<file path="config.mk">
export PLATFORM = sky130hd
export DESIGN_NAME = wb_arbiter_flat
export DESIGN_NICKNAME = d
export VERILOG_FILES = /design/src/rtl/wb_arbiter_if.sv /design/src/rtl/wb_arbiter.sv /design/src/flat_wrapper.sv
export SDC_FILE = /design/constraint.sdc
export NUM_CORES = 1
export LEC_CHECK = 0
export ABC_AREA = 1
export BUFFER_PORTS_ARGS = -buffer_cell sky130_fd_sc_hd__buf_2
export CAP_MARGIN = 10
export CORE_MARGIN = 5
export CORE_UTILIZATION = 30
export DETAILED_ROUTE_END_ITERATION = 6
export GPL_TIMING_DRIVEN = 0
export PLACE_DENSITY = 0.53
export SLEW_MARGIN = 5
export SYNTH_ARGS = -nofsm -noshare
export SYNTH_HDL_FRONTEND = slang
export SYNTH_SLANG_ARGS = --single-unit
export TNS_END_PERCENT = 1
</file>
<file path="constraint.sdc">
create_clock -name clk -period 1.7 [get_ports clk]
set_input_delay 0.34 -clock clk [delete_from_list [all_inputs] [get_ports clk]]
set_output_delay 0.34 -clock clk [all_outputs]
set_load 0.03 [all_outputs]
</file>
<file path="src/rtl/wb_arbiter_if.sv">
// Bus bundle between the ALU/LSU/decode producers and the writeback arbiter.
// slave is the arbiter side; master is the producer/consumer side.
interface wb_arbiter_if;
    logic        alu_valid;
    logic        alu_ready;
    logic [4:0]  alu_rd;
    logic [31:0] alu_data;
    logic        lsu_valid;
    logic        lsu_ready;
    logic [4:0]  lsu_rd;
    logic [31:0] lsu_data;
    logic        iss_valid;
    logic [4:0]  iss_rd;
    logic [31:0] busy;
    logic        rg_write_en;
    logic [4:0]  rg_des_addr;
    logic [31:0] rg_des_data;

    modport slave (
        input  alu_valid, alu_rd, alu_data,
        input  lsu_valid, lsu_rd, lsu_data,
        input  iss_valid, iss_rd,
        output alu_ready, lsu_ready, busy,
        output rg_write_en, rg_des_addr, rg_des_data
    );

    modport master (
        output alu_valid, alu_rd, alu_data,
        output lsu_valid, lsu_rd, lsu_data,
        output iss_valid, iss_rd,
        input  alu_ready, lsu_ready, busy,
        input  rg_write_en, rg_des_addr, rg_des_data
    );
endinterface

</file>
<file path="src/rtl/wb_arbiter.sv">
// Writeback arbiter: merges ALU and LSU results onto the registered write port,
// bounds LSU starvation, and tracks destinations of outstanding loads.
module wb_arbiter #(
    parameter int MAX_WAIT = 4
) (
    input logic       clk,
    input logic       rst,
    wb_arbiter_if.slave bus
);
    localparam logic [3:0] WAIT_LIM = 4'(MAX_WAIT);

    logic [3:0]  wait_cnt;
    logic        src_lsu;
    logic        starve;
    logic        alu_ready;
    logic        lsu_ready;
    logic        alu_acc;
    logic        lsu_acc;
    logic [31:0] busy;
    logic [31:0] busy_nxt;
    logic        rg_write_en;
    logic [4:0]  rg_des_addr;
    logic [31:0] rg_des_data;

    always_comb begin
        starve = (wait_cnt == WAIT_LIM) && bus.lsu_valid;
        if (rst) begin
            alu_ready = 1'b0;
            lsu_ready = 1'b0;
        end else if (starve) begin
            alu_ready = 1'b0;
            lsu_ready = 1'b1;
        end else begin
            alu_ready = 1'b1;
            lsu_ready = !bus.alu_valid;
        end
        alu_acc = bus.alu_valid && alu_ready;
        lsu_acc = bus.lsu_valid && lsu_ready;
    end

    // Only a load result leaving the write port retires its busy bit; a new
    // issue to the same register on that edge keeps it set.
    always_comb begin
        busy_nxt = busy;
        for (int n = 1; n < 32; n++) begin
            if (bus.iss_valid && bus.iss_rd == 5'(n))
                busy_nxt[n] = 1'b1;
            else if (rg_write_en && src_lsu && rg_des_addr == 5'(n))
                busy_nxt[n] = 1'b0;
        end
        busy_nxt[0] = 1'b0;
    end

    always_ff @(posedge clk) begin
        if (rst) begin
            wait_cnt    <= 4'd0;
            src_lsu     <= 1'b0;
            rg_write_en <= 1'b0;
            rg_des_addr <= 5'd0;
            rg_des_data <= 32'd0;
            busy        <= 32'd0;
        end else begin
            if (!bus.lsu_valid || lsu_acc)
                wait_cnt <= 4'd0;
            else if (wait_cnt < WAIT_LIM)
                wait_cnt <= wait_cnt + 4'd1;

            if (lsu_acc) begin
                rg_write_en <= (bus.lsu_rd != 5'd0);
                rg_des_addr <= bus.lsu_rd;
                rg_des_data <= bus.lsu_data;
                src_lsu     <= 1'b1;
            end else if (alu_acc) begin
                rg_write_en <= (bus.alu_rd != 5'd0);
                rg_des_addr <= bus.alu_rd;
                rg_des_data <= bus.alu_data;
                src_lsu     <= 1'b0;
            end else begin
                rg_write_en <= 1'b0;
                src_lsu     <= 1'b0;
            end

            busy <= busy_nxt;
        end
    end

    assign bus.alu_ready   = alu_ready;
    assign bus.lsu_ready   = lsu_ready;
    assign bus.busy        = busy;
    assign bus.rg_write_en = rg_write_en;
    assign bus.rg_des_addr = rg_des_addr;
    assign bus.rg_des_data = rg_des_data;
endmodule

</file>
<file path="src/flat_wrapper.sv">
// flat-port wrapper written by rule: the top's interface ports become plain ports
module wb_arbiter_flat 
#(
    parameter int MAX_WAIT = 4
)
  (clk, rst, bus_alu_valid, bus_alu_rd, bus_alu_data, bus_lsu_valid, bus_lsu_rd, bus_lsu_data, bus_iss_valid, bus_iss_rd, bus_alu_ready, bus_lsu_ready, bus_busy, bus_rg_write_en, bus_rg_des_addr, bus_rg_des_data);
  wb_arbiter_if bus_i ();
  input logic clk;
  input logic rst;
  input wire logic [$bits(bus_i.alu_valid)-1:0] bus_alu_valid;
  input wire logic [$bits(bus_i.alu_rd)-1:0] bus_alu_rd;
  input wire logic [$bits(bus_i.alu_data)-1:0] bus_alu_data;
  input wire logic [$bits(bus_i.lsu_valid)-1:0] bus_lsu_valid;
  input wire logic [$bits(bus_i.lsu_rd)-1:0] bus_lsu_rd;
  input wire logic [$bits(bus_i.lsu_data)-1:0] bus_lsu_data;
  input wire logic [$bits(bus_i.iss_valid)-1:0] bus_iss_valid;
  input wire logic [$bits(bus_i.iss_rd)-1:0] bus_iss_rd;
  output wire logic [$bits(bus_i.alu_ready)-1:0] bus_alu_ready;
  output wire logic [$bits(bus_i.lsu_ready)-1:0] bus_lsu_ready;
  output wire logic [$bits(bus_i.busy)-1:0] bus_busy;
  output wire logic [$bits(bus_i.rg_write_en)-1:0] bus_rg_write_en;
  output wire logic [$bits(bus_i.rg_des_addr)-1:0] bus_rg_des_addr;
  output wire logic [$bits(bus_i.rg_des_data)-1:0] bus_rg_des_data;
  assign bus_i.alu_valid = bus_alu_valid;
  assign bus_i.alu_rd = bus_alu_rd;
  assign bus_i.alu_data = bus_alu_data;
  assign bus_i.lsu_valid = bus_lsu_valid;
  assign bus_i.lsu_rd = bus_lsu_rd;
  assign bus_i.lsu_data = bus_lsu_data;
  assign bus_i.iss_valid = bus_iss_valid;
  assign bus_i.iss_rd = bus_iss_rd;
  assign bus_alu_ready = bus_i.alu_ready;
  assign bus_lsu_ready = bus_i.lsu_ready;
  assign bus_busy = bus_i.busy;
  assign bus_rg_write_en = bus_i.rg_write_en;
  assign bus_rg_des_addr = bus_i.rg_des_addr;
  assign bus_rg_des_data = bus_i.rg_des_data;
  wb_arbiter #(.MAX_WAIT(MAX_WAIT)) u_core (.clk(clk), .rst(rst), .bus(bus_i));
endmodule
</file>
Yosys cells after proc, flatten, opt, wreduce, memory -nomap -nowiden
Cells that the tools add are included.
Word-level totals
  register bits: 75
  output and inout port bits: 72
  word-level logic and storage cells: 279
Cells by class
  $add $sub $neg: 1
  $lt $le $gt $ge: 1
  equal/unequal tests: 63
  multiplexer cells: 73
  reductions and logical operators: 104
Operators by type and width (count)
  $eq 5x5->1 const B: 32
  $eq 5x4->1 const B: 16
  $mux 1: 69
  $logic_and 1x1->1: 66
  $mux 32: 2
  $reduce_bool 2->1: 32
  $eq 5x3->1 const B: 8
  $eq 5x2->1 const B: 4
  $eq 5x1->1 const B: 2
  $mux 5: 2
  $reduce_bool 5->1: 2
  $add 4x1->4 const B: 1
  $eq 4x3->1 const B: 1
  $lt 4x3->1 const B: 1
  $logic_not 1->1: 2
  $reduce_or 2->1: 1
  $logic_or 1x1->1: 1

Logic depth before layout (Yosys ltp)
Gate-level depths: netlist of the first run.
  depth in word-level cells: 7
  depth in mapped cells: 12
  depth with buffers taken out: 11

Least setup slack after synthesis of the first run
No wires, ideal clock.
  kind: register to output
  start point: reg u_core.wait_cnt[0]
  end point: out bus_lsu_ready
  arrival time: 1.210 ns
  data required time: 1.360 ns
  path slack: 0.150 ns
  stages on the path, launching flop included: 11
  buffers on the path: 2
  cell sequence: dfxtp_1 inv_1 ha_1 nand2_2 inv_2 nand2_4 nand2_4 buf_6 buf_6 nand2_1 inv_2
On the way
  word-level cells in the longest chain between the ends: 4
RTL lines
  from (decl): line wb_arbiter.sv:12  | logic [3:0] wait_cnt;
  from (signal assigned): line wb_arbiter.sv:66  | wait_cnt <= wait_cnt + 4'd1;
  $eq 4x3->1: line wb_arbiter.sv:26  | starve = (wait_cnt == WAIT_LIM) && bus.lsu_valid;
  $logic_and 1x1->1: line wb_arbiter.sv:26
  $mux 1: line wb_arbiter.sv:30  | end else if (starve) begin
  $mux 1: line wb_arbiter.sv:27  | if (rst) begin
  to (decl): line flat_wrapper.sv:19  | output wire logic [$bits(bus_i.lsu_ready)-1:0] bus_lsu_ready;
No other way between the ends.

Worst setup path after layout of the first run
  start point: reg u_core.wait_cnt[0]
  end point: out bus_alu_ready
On the way
  word-level cells in the longest chain between the ends: 4
RTL lines
  $eq 4x3->1: line wb_arbiter.sv:26
  $logic_and 1x1->1: line wb_arbiter.sv:26
  $mux 1: line wb_arbiter.sv:30
  $mux 1: line wb_arbiter.sv:27
  to (decl): line flat_wrapper.sv:18  | output wire logic [$bits(bus_i.alu_ready)-1:0] bus_alu_ready;
No other way between the ends.

==> impl_metrics.ini, run 1 <==
[run_status]
outcome = completed

[final_layout]
drive_gt1_share_pct = 33.2
diodes = 0
fin_nets = 842
layout.cells.non_filler = 937
final.fill_count = 1421
final_cell_area_mm2 = 0.00533
areaGrowthSynthToFinish_pct = 34.7

[power]
p_switching_w = 0.00130
cellPowerDensity_mw_per_mm2 = 842
internal-power_w = 0.00319
sequentialPowerShare_pct = 41.4
vdd_ir_drop_max_uv = 423
pwr-share-comb_pct = 18.3
p_sw_share_pct = 29.0
power.share.clock_pct = 40.2
power.leakage_nw = 2.57

[routing]
final_antenna_net_count = 0
viasPerCell = 4.73
top_layer = met4
wl_per_cell_um = 14.8
via_count = 4429
dr_wl_met2_um = 6220
wl_um = 13800
drc_errors = 0
drtIter0Drc = 249
first_pass_iters = 4
wl_met3_um = 1090
wl_met1_um = 6150

[placed_design]
numPlacedInstances = 915
preCtsSetupSlack_ns = -0.177
port_buffers = 152
placed_area_mm2 = 0.00494
routabilityCongestion = 0.892
hpwl_um = 10800

[synthesis]
synth-seq-cells = 74
ys_warn_count = 0
synth_most_common_cell = nand2_1
synth_cell_types = 28
yosysTopAreaCell = dfxtp_1
ys.flop_type = dfxtp_1
synthArstFlopShare_pct = 0
ys_seq_area_share_pct = 37.4
syn_avg_cell_area_um2 = 6.75
synth_largest_type_area_fraction_pct = 37.4
synth.area.top_cells = dfxtp_1 37%, nand2_1 19%, nand4_1 11%
synth_common_cells = 201 x nand2_1, 74 x dfxtp_1, 68 x nand4_1
synth_area_mm2 = 0.00396
syn-instance-count = 587
synth_edf_count = 0
syn-num-nets = 673

[floorplan]
initial_core_util_pct = 30.3
core_area_mm2 = 0.0131
dieHeight_um = 125
die_w_um = 125
ios = 156
row_count = 42
die_area_mm2 = 0.0156

[critical_path]
rr_worst_depth = 12
rrSetupSlack_ns = 0.06
arrival_ns = 1.36
start_kind = register
endpoint_kind = output port
critical_path_required_ns = 1.36
worstSetupPathType = reg -> out
worstReg2RegStart = u_core.wait_cnt[0]
cp_max_fo = 2
rr_endpoint = u_core.bus.rg_des_data[21]

[cts]
clock_path_buffers = 2
cts.sinks = 74
clkTransAtPathRegs_ns = 0.06
cts_made_buffers = 9
cts_tree = yes
hold_buffers = 0
root_buffer = clkbuf_16
clock_latency_ns = 0.33
htreeDepth = 3

[sta]
setup_ws_ns = 0.000815
slew_headroom_pct = 50.5
tns_ns = 0
setup_viol = 0
fin_crit_sh_pct = 100
clock_skew_ns = 0.00564
max_freq_ghz = 0.589
slew_viol_final = 0
layout_min_cycle_time_ns = 1.70
max_slew.worst_pin.slew_ns = 0.742
rsz0062_at_grt = true
final-hold-violation-count = 0

[run]
drv_cap = 0

[global_routing]
grt_use_total_pct = 17.3
grt_antenna_before_repair = 0
gr-total-overflow = 0
grt_pass1_vias = 4354
grt_max_degree = 12
grt_first_pass_wirelength_um = 21900

[hold_path]
hp-class = in -> reg
worstHoldStart = bus_lsu_rd[0]
whs_path_depth = 3
min_to = u_core.bus.rg_des_addr[0]
==> per-stage QoR <==
step / power [W] / hold slack, ns / utilization (%)
after floorplan: 0.00241 / 0.458 / -
after global placement: 0.00270 / 0.447 / 37.8
after detailed placement: 0.00271 / 0.449 / 37.8
after CTS: 0.00454 / 0.264 / 40.5
after global routing: 0.00469 / 0.276 / 40.8
final: 0.00449 / 0.274 / 40.8
==> routing by layer <==
metal / up-vias / global-route usage (%)
met5: - / 0
met4: 0 / 7.27
met3: 23 / 4.72
met2: 166 / 27.9
met1: 1986 / 21.8
li1: 2254 / -
==> how the worst max path moves through the flow <==
stage,from,to,slack [ns],cells after the start
3_5_place_dp,rst,bus_alu_ready,-0.18,5
5_1_grt,u_core.wait_cnt[1],bus_lsu_ready,-0.06,9
6_report,u_core.wait_cnt[0],bus_alu_ready,0.0008,6
3_3_place_gp,rst,bus_alu_ready,-0.17,5
4_1_cts,u_core.wait_cnt[1],bus_alu_ready,-0.007,6
2_1_floorplan,u_core.wait_cnt[0],bus_lsu_ready,0.15,10
==> placed cells by master (no fill, tap or decap) <==
master	Yosys	final
clkbuf_2	0	1
inv_1	49	46
or2_2	3	3
clkinv_2	0	2
nand2_2	1	2
clkbuf_16	0	9
o21ai_4	1	1
clkbuf_1	14	15
inv_2	11	13
clkbuf_8	0	3
buf_1	4	4
nor4_1	2	2
buf_2	15	162
nand3_2	0	1
nand2_8	0	1
nand4_1	68	68
nand2_4	2	2
inv_4	0	1
xor2_1	1	1
nor2_2	1	1
o22ai_1	1	1
nand3_4	1	1
or2_1	1	1
conb_1	1	1
ha_4	0	1
dfxtp_1	74	72
nor2_1	38	38
a21oi_2	28	28
ha_1	2	1
a21oi_1	39	39
buf_6	8	11
o21ai_1	8	8
o21ai_0	1	1
nand2_1	201	200
nand3_1	11	10
dfxtp_2	0	2
buf_4	1	8
==> power groups by stage <==
stage               sequential, W  combinational [W]  clock [W]
floorplan                 0.00203           0.000382          0
global placement          0.00190           0.000806          0
detailed placement        0.00190           0.000813          0
CTS                       0.00186           0.000826    0.00185
global route              0.00187           0.000901    0.00192
finish                    0.00186           0.000822    0.00181
==> registers in the layout, indices dropped and copies added (netlist names) <==
signal / flops
u_core.wait_cnt: 4
u_core.bus.rg_des_addr: 5
u_core.bus.busy: 31
u_core.src_lsu: 1
u_core.bus.rg_write_en: 1
u_core.bus.rg_des_data: 32
==> kinds of logic after synthesis <==
logic type               Yosys count  synth area share [%]
AO/OA/AOI/OAI                     78                  12.8
XOR/XNOR                           1                 0.221
adder cells (fa/ha/maj)            2                 0.632
buffers and inverters            102                  11.8
flip-flops                        74                  37.4
other                              1                0.0947
AND/OR/NAND/NOR                  329                  37.1
==> cell type report <==
type	count	area (um^2)	share of cell area [%]
buffer	40	238	4.46
clock buffer	14	274	5.14
clock inverter	2	10.0	0.188
inverter	60	228	4.27
multi-input combinational	412	2050	38.5
sequential	74	1480	27.8
tap	176	220	4.13
timing repair buffer	159	826	15.5
==> critical path: stages, from the launching register on <==
cell and delay, ns:
dfxtp_2 0.34, inv_2 0.05, ha_4 0.15, nand2_2 0.05, inv_2 0.05, a21oi_1 0.19, buf_4 0.20
==> repair_timing <==
| item | in CTS | in global routing |
|---|---|---|
| setup endpoints to repair | 2 | 42 |
| resized for setup | 12 | 13 |
| pin swaps | 2 | 0 |
| buffers inserted | 7 | 0 |
| cloned | 1 | 0 |
(Power assumes the default switching activity.)
==> inputs of run 2 (changes only) <==
--- a/config.mk
+++ b/config.mk
@@ -8,11 +8,13 @@
 export ABC_AREA = 1
 export BUFFER_PORTS_ARGS = -buffer_cell sky130_fd_sc_hd__buf_2
 export CAP_MARGIN = 10
+export CELL_PAD_IN_SITES_DETAIL_PLACEMENT = 1
+export CELL_PAD_IN_SITES_GLOBAL_PLACEMENT = 1
 export CORE_MARGIN = 5
 export CORE_UTILIZATION = 30
 export DETAILED_ROUTE_END_ITERATION = 6
 export GPL_TIMING_DRIVEN = 0
-export PLACE_DENSITY = 0.53
+export PLACE_DENSITY = 0.73
 export SLEW_MARGIN = 5
 export SYNTH_ARGS = -nofsm -noshare
 export SYNTH_HDL_FRONTEND = slang
==> impl_metrics.ini, run 2 (synthesized netlist as in run 1, its figures left out) <==
[run_status]
outcome = complete, but fails checks
violations = negative setup slack

[routing]
viasPerCell = 4.85
wl_um = 15400
final_antenna_net_count = 0
via_count = 4537
drtIter0Drc = 178
first_pass_iters = 4
wl_per_cell_um = 16.5
drc_errors = 0

[cts]
clkTransAtPathRegs_ns = 0.06
hold_buffers = 0
cts_tree = yes
clock_path_buffers = 2
root_buffer = clkbuf_16
cts_made_buffers = 9
htreeDepth = 3
clock_latency_ns = 0.34
cts.sinks = 74

[final_layout]
layout_commonest_cell = nand2_1
multi_input_area_mm2 = 0.00204
fin_nets = 840
areaGrowthSynthToFinish_pct = 34.8
drive_gt1_share_pct = 33.3
reg.largest.list = u_core.bus.rg_des_data x32, u_core.bus.busy x31, u_core.bus.rg_des_addr x5
register_area_mm2 = 0.00148
most-common-layout-cells = 200 x nand2_1, 165 x buf_2, 72 x dfxtp_1, 68 x nand4_1, 46 x inv_1
regMostFlops = u_core.bus.rg_des_data
largest_register_ffs = 32
diodes = 0
final.fill_count = 1717

[critical_path]
start_kind = register
endpoint_kind = output port
critical_path_required_ns = 1.36
cp_max_fo = 2
arrival_ns = 1.47
worstSetupPathType = reg -> out

[placed_design]
port_buffers = 152
routabilityCongestion = 0.862
hpwl_um = 12200

[floorplan]
initial_core_util_pct = 30.3
dieHeight_um = 125
die_w_um = 125
die_area_mm2 = 0.0156
ios = 156
row_count = 42
core_area_mm2 = 0.0131

[sta]
layout_min_cycle_time_ns = 1.81
slew_headroom_pct = 46.8
fin_crit_sh_pct = 106
tns_ns = -1.04
slew_viol_final = 0
setup_ws_ns = -0.106
clock_skew_ns = 0.00775
rsz0062_at_grt = true
max_freq_ghz = 0.554
final-hold-violation-count = 0
max_slew.worst_pin.slew_ns = 0.797
setup_viol = 31

[power]
internal-power_w = 0.00341
power.share.clock_pct = 43.7
power.total_w = 0.00481
pwr-share-comb_pct = 17.6
p_switching_w = 0.00140
power.leakage_nw = 2.57
sequentialPowerShare_pct = 38.7
cellPowerDensity_mw_per_mm2 = 900
p_sw_share_pct = 29.0
vdd_ir_drop_max_uv = 484

[global_routing]
grt_use_total_pct = 19.4
grt_pass1_vias = 4835
grt_antenna_before_repair = 0
gr-total-overflow = 0
grt_max_degree = 13
grt_first_pass_wirelength_um = 24600

[hold_path]
hp-class = in -> reg

[run]
drv_cap = 0
[run 2: per-layer routing]
metal,part of all wire [%],GRT usage (%),wire [um]
met1,43,23.2,6660
met2,49,34.0,7550
met3,5.9,5.27,906
met4,1.8,5.93,280
met5,0,0,0
[run 2: timing repair]
action | in CTS | in global routing
buffers inserted | 5 | 0
setup endpoints to repair | 2 | 49
pin swaps | 2 | 0
gates resized for setup | 15 | 4
[run 2: final cells by class]
cell class | instances | area share, %
buffer | 41 | 4.40
clock buffer | 11 | 4.55
clock inverter | 5 | 1.45
inverter | 60 | 4.22
multi-input combinational | 411 | 38.2
sequential | 74 | 27.8
tap | 176 | 4.12
timing repair buffer | 157 | 15.3
[run 2: worst paths after layout]
| path | startpoint | to | slack (ns) | depth (start not counted) |
|---|---|---|---|---|
| setup reg to reg | u_core.wait_cnt[1] | u_core.bus.rg_des_data[22] | -0.05 | 13 |
| hold reg to reg | u_core.bus.busy[26] | u_core.bus.busy[26] | 0.46 | 2 |
| setup / recovery | u_core.wait_cnt[1] | bus_lsu_ready | -0.11 | 10 |
| hold / removal | bus_alu_rd[1] | u_core.bus.rg_write_en | 0.26 | 3 |
[run 2: worst max-delay path, cell delays in order (launching register included)]
cell and delay, ns:
dfxtp_2 0.33, inv_2 0.05, ha_4 0.16, nand2_2 0.06, inv_2 0.05, nand2_4 0.09
nand2_8 0.06, buf_8 0.13, nand2_2 0.05, inv_2 0.03, buf_6 0.12
[run 2: metrics by stage]
step	setup WS, ns	cells	instance area, um^2	utilization, %	hold slack [ns]
3_3_place_gp	-0.186	915	4940	37.8	0.447
3_5_place_dp	-0.202	915	4940	37.8	0.452
6_report	-0.106	935	5340	40.8	0.259
2_1_floorplan	0.150	587	3960	-	0.458
4_1_cts	-0.120	935	5340	40.8	0.255
5_1_grt	-0.175	935	5340	40.8	0.257
[run 2: power by group through the flow]
| stage | registers, W | logic, W | clock network (W) |
|---|---|---|---|
| after floorplan | 0.00203 | 0.000382 | 0 |
| after global placement | 0.00190 | 0.000810 | 0 |
| after detailed placement | 0.00190 | 0.000830 | 0 |
| after CTS | 0.00186 | 0.000848 | 0.00213 |
| after global routing | 0.00187 | 0.000922 | 0.00219 |
| final | 0.00186 | 0.000845 | 0.00210 |
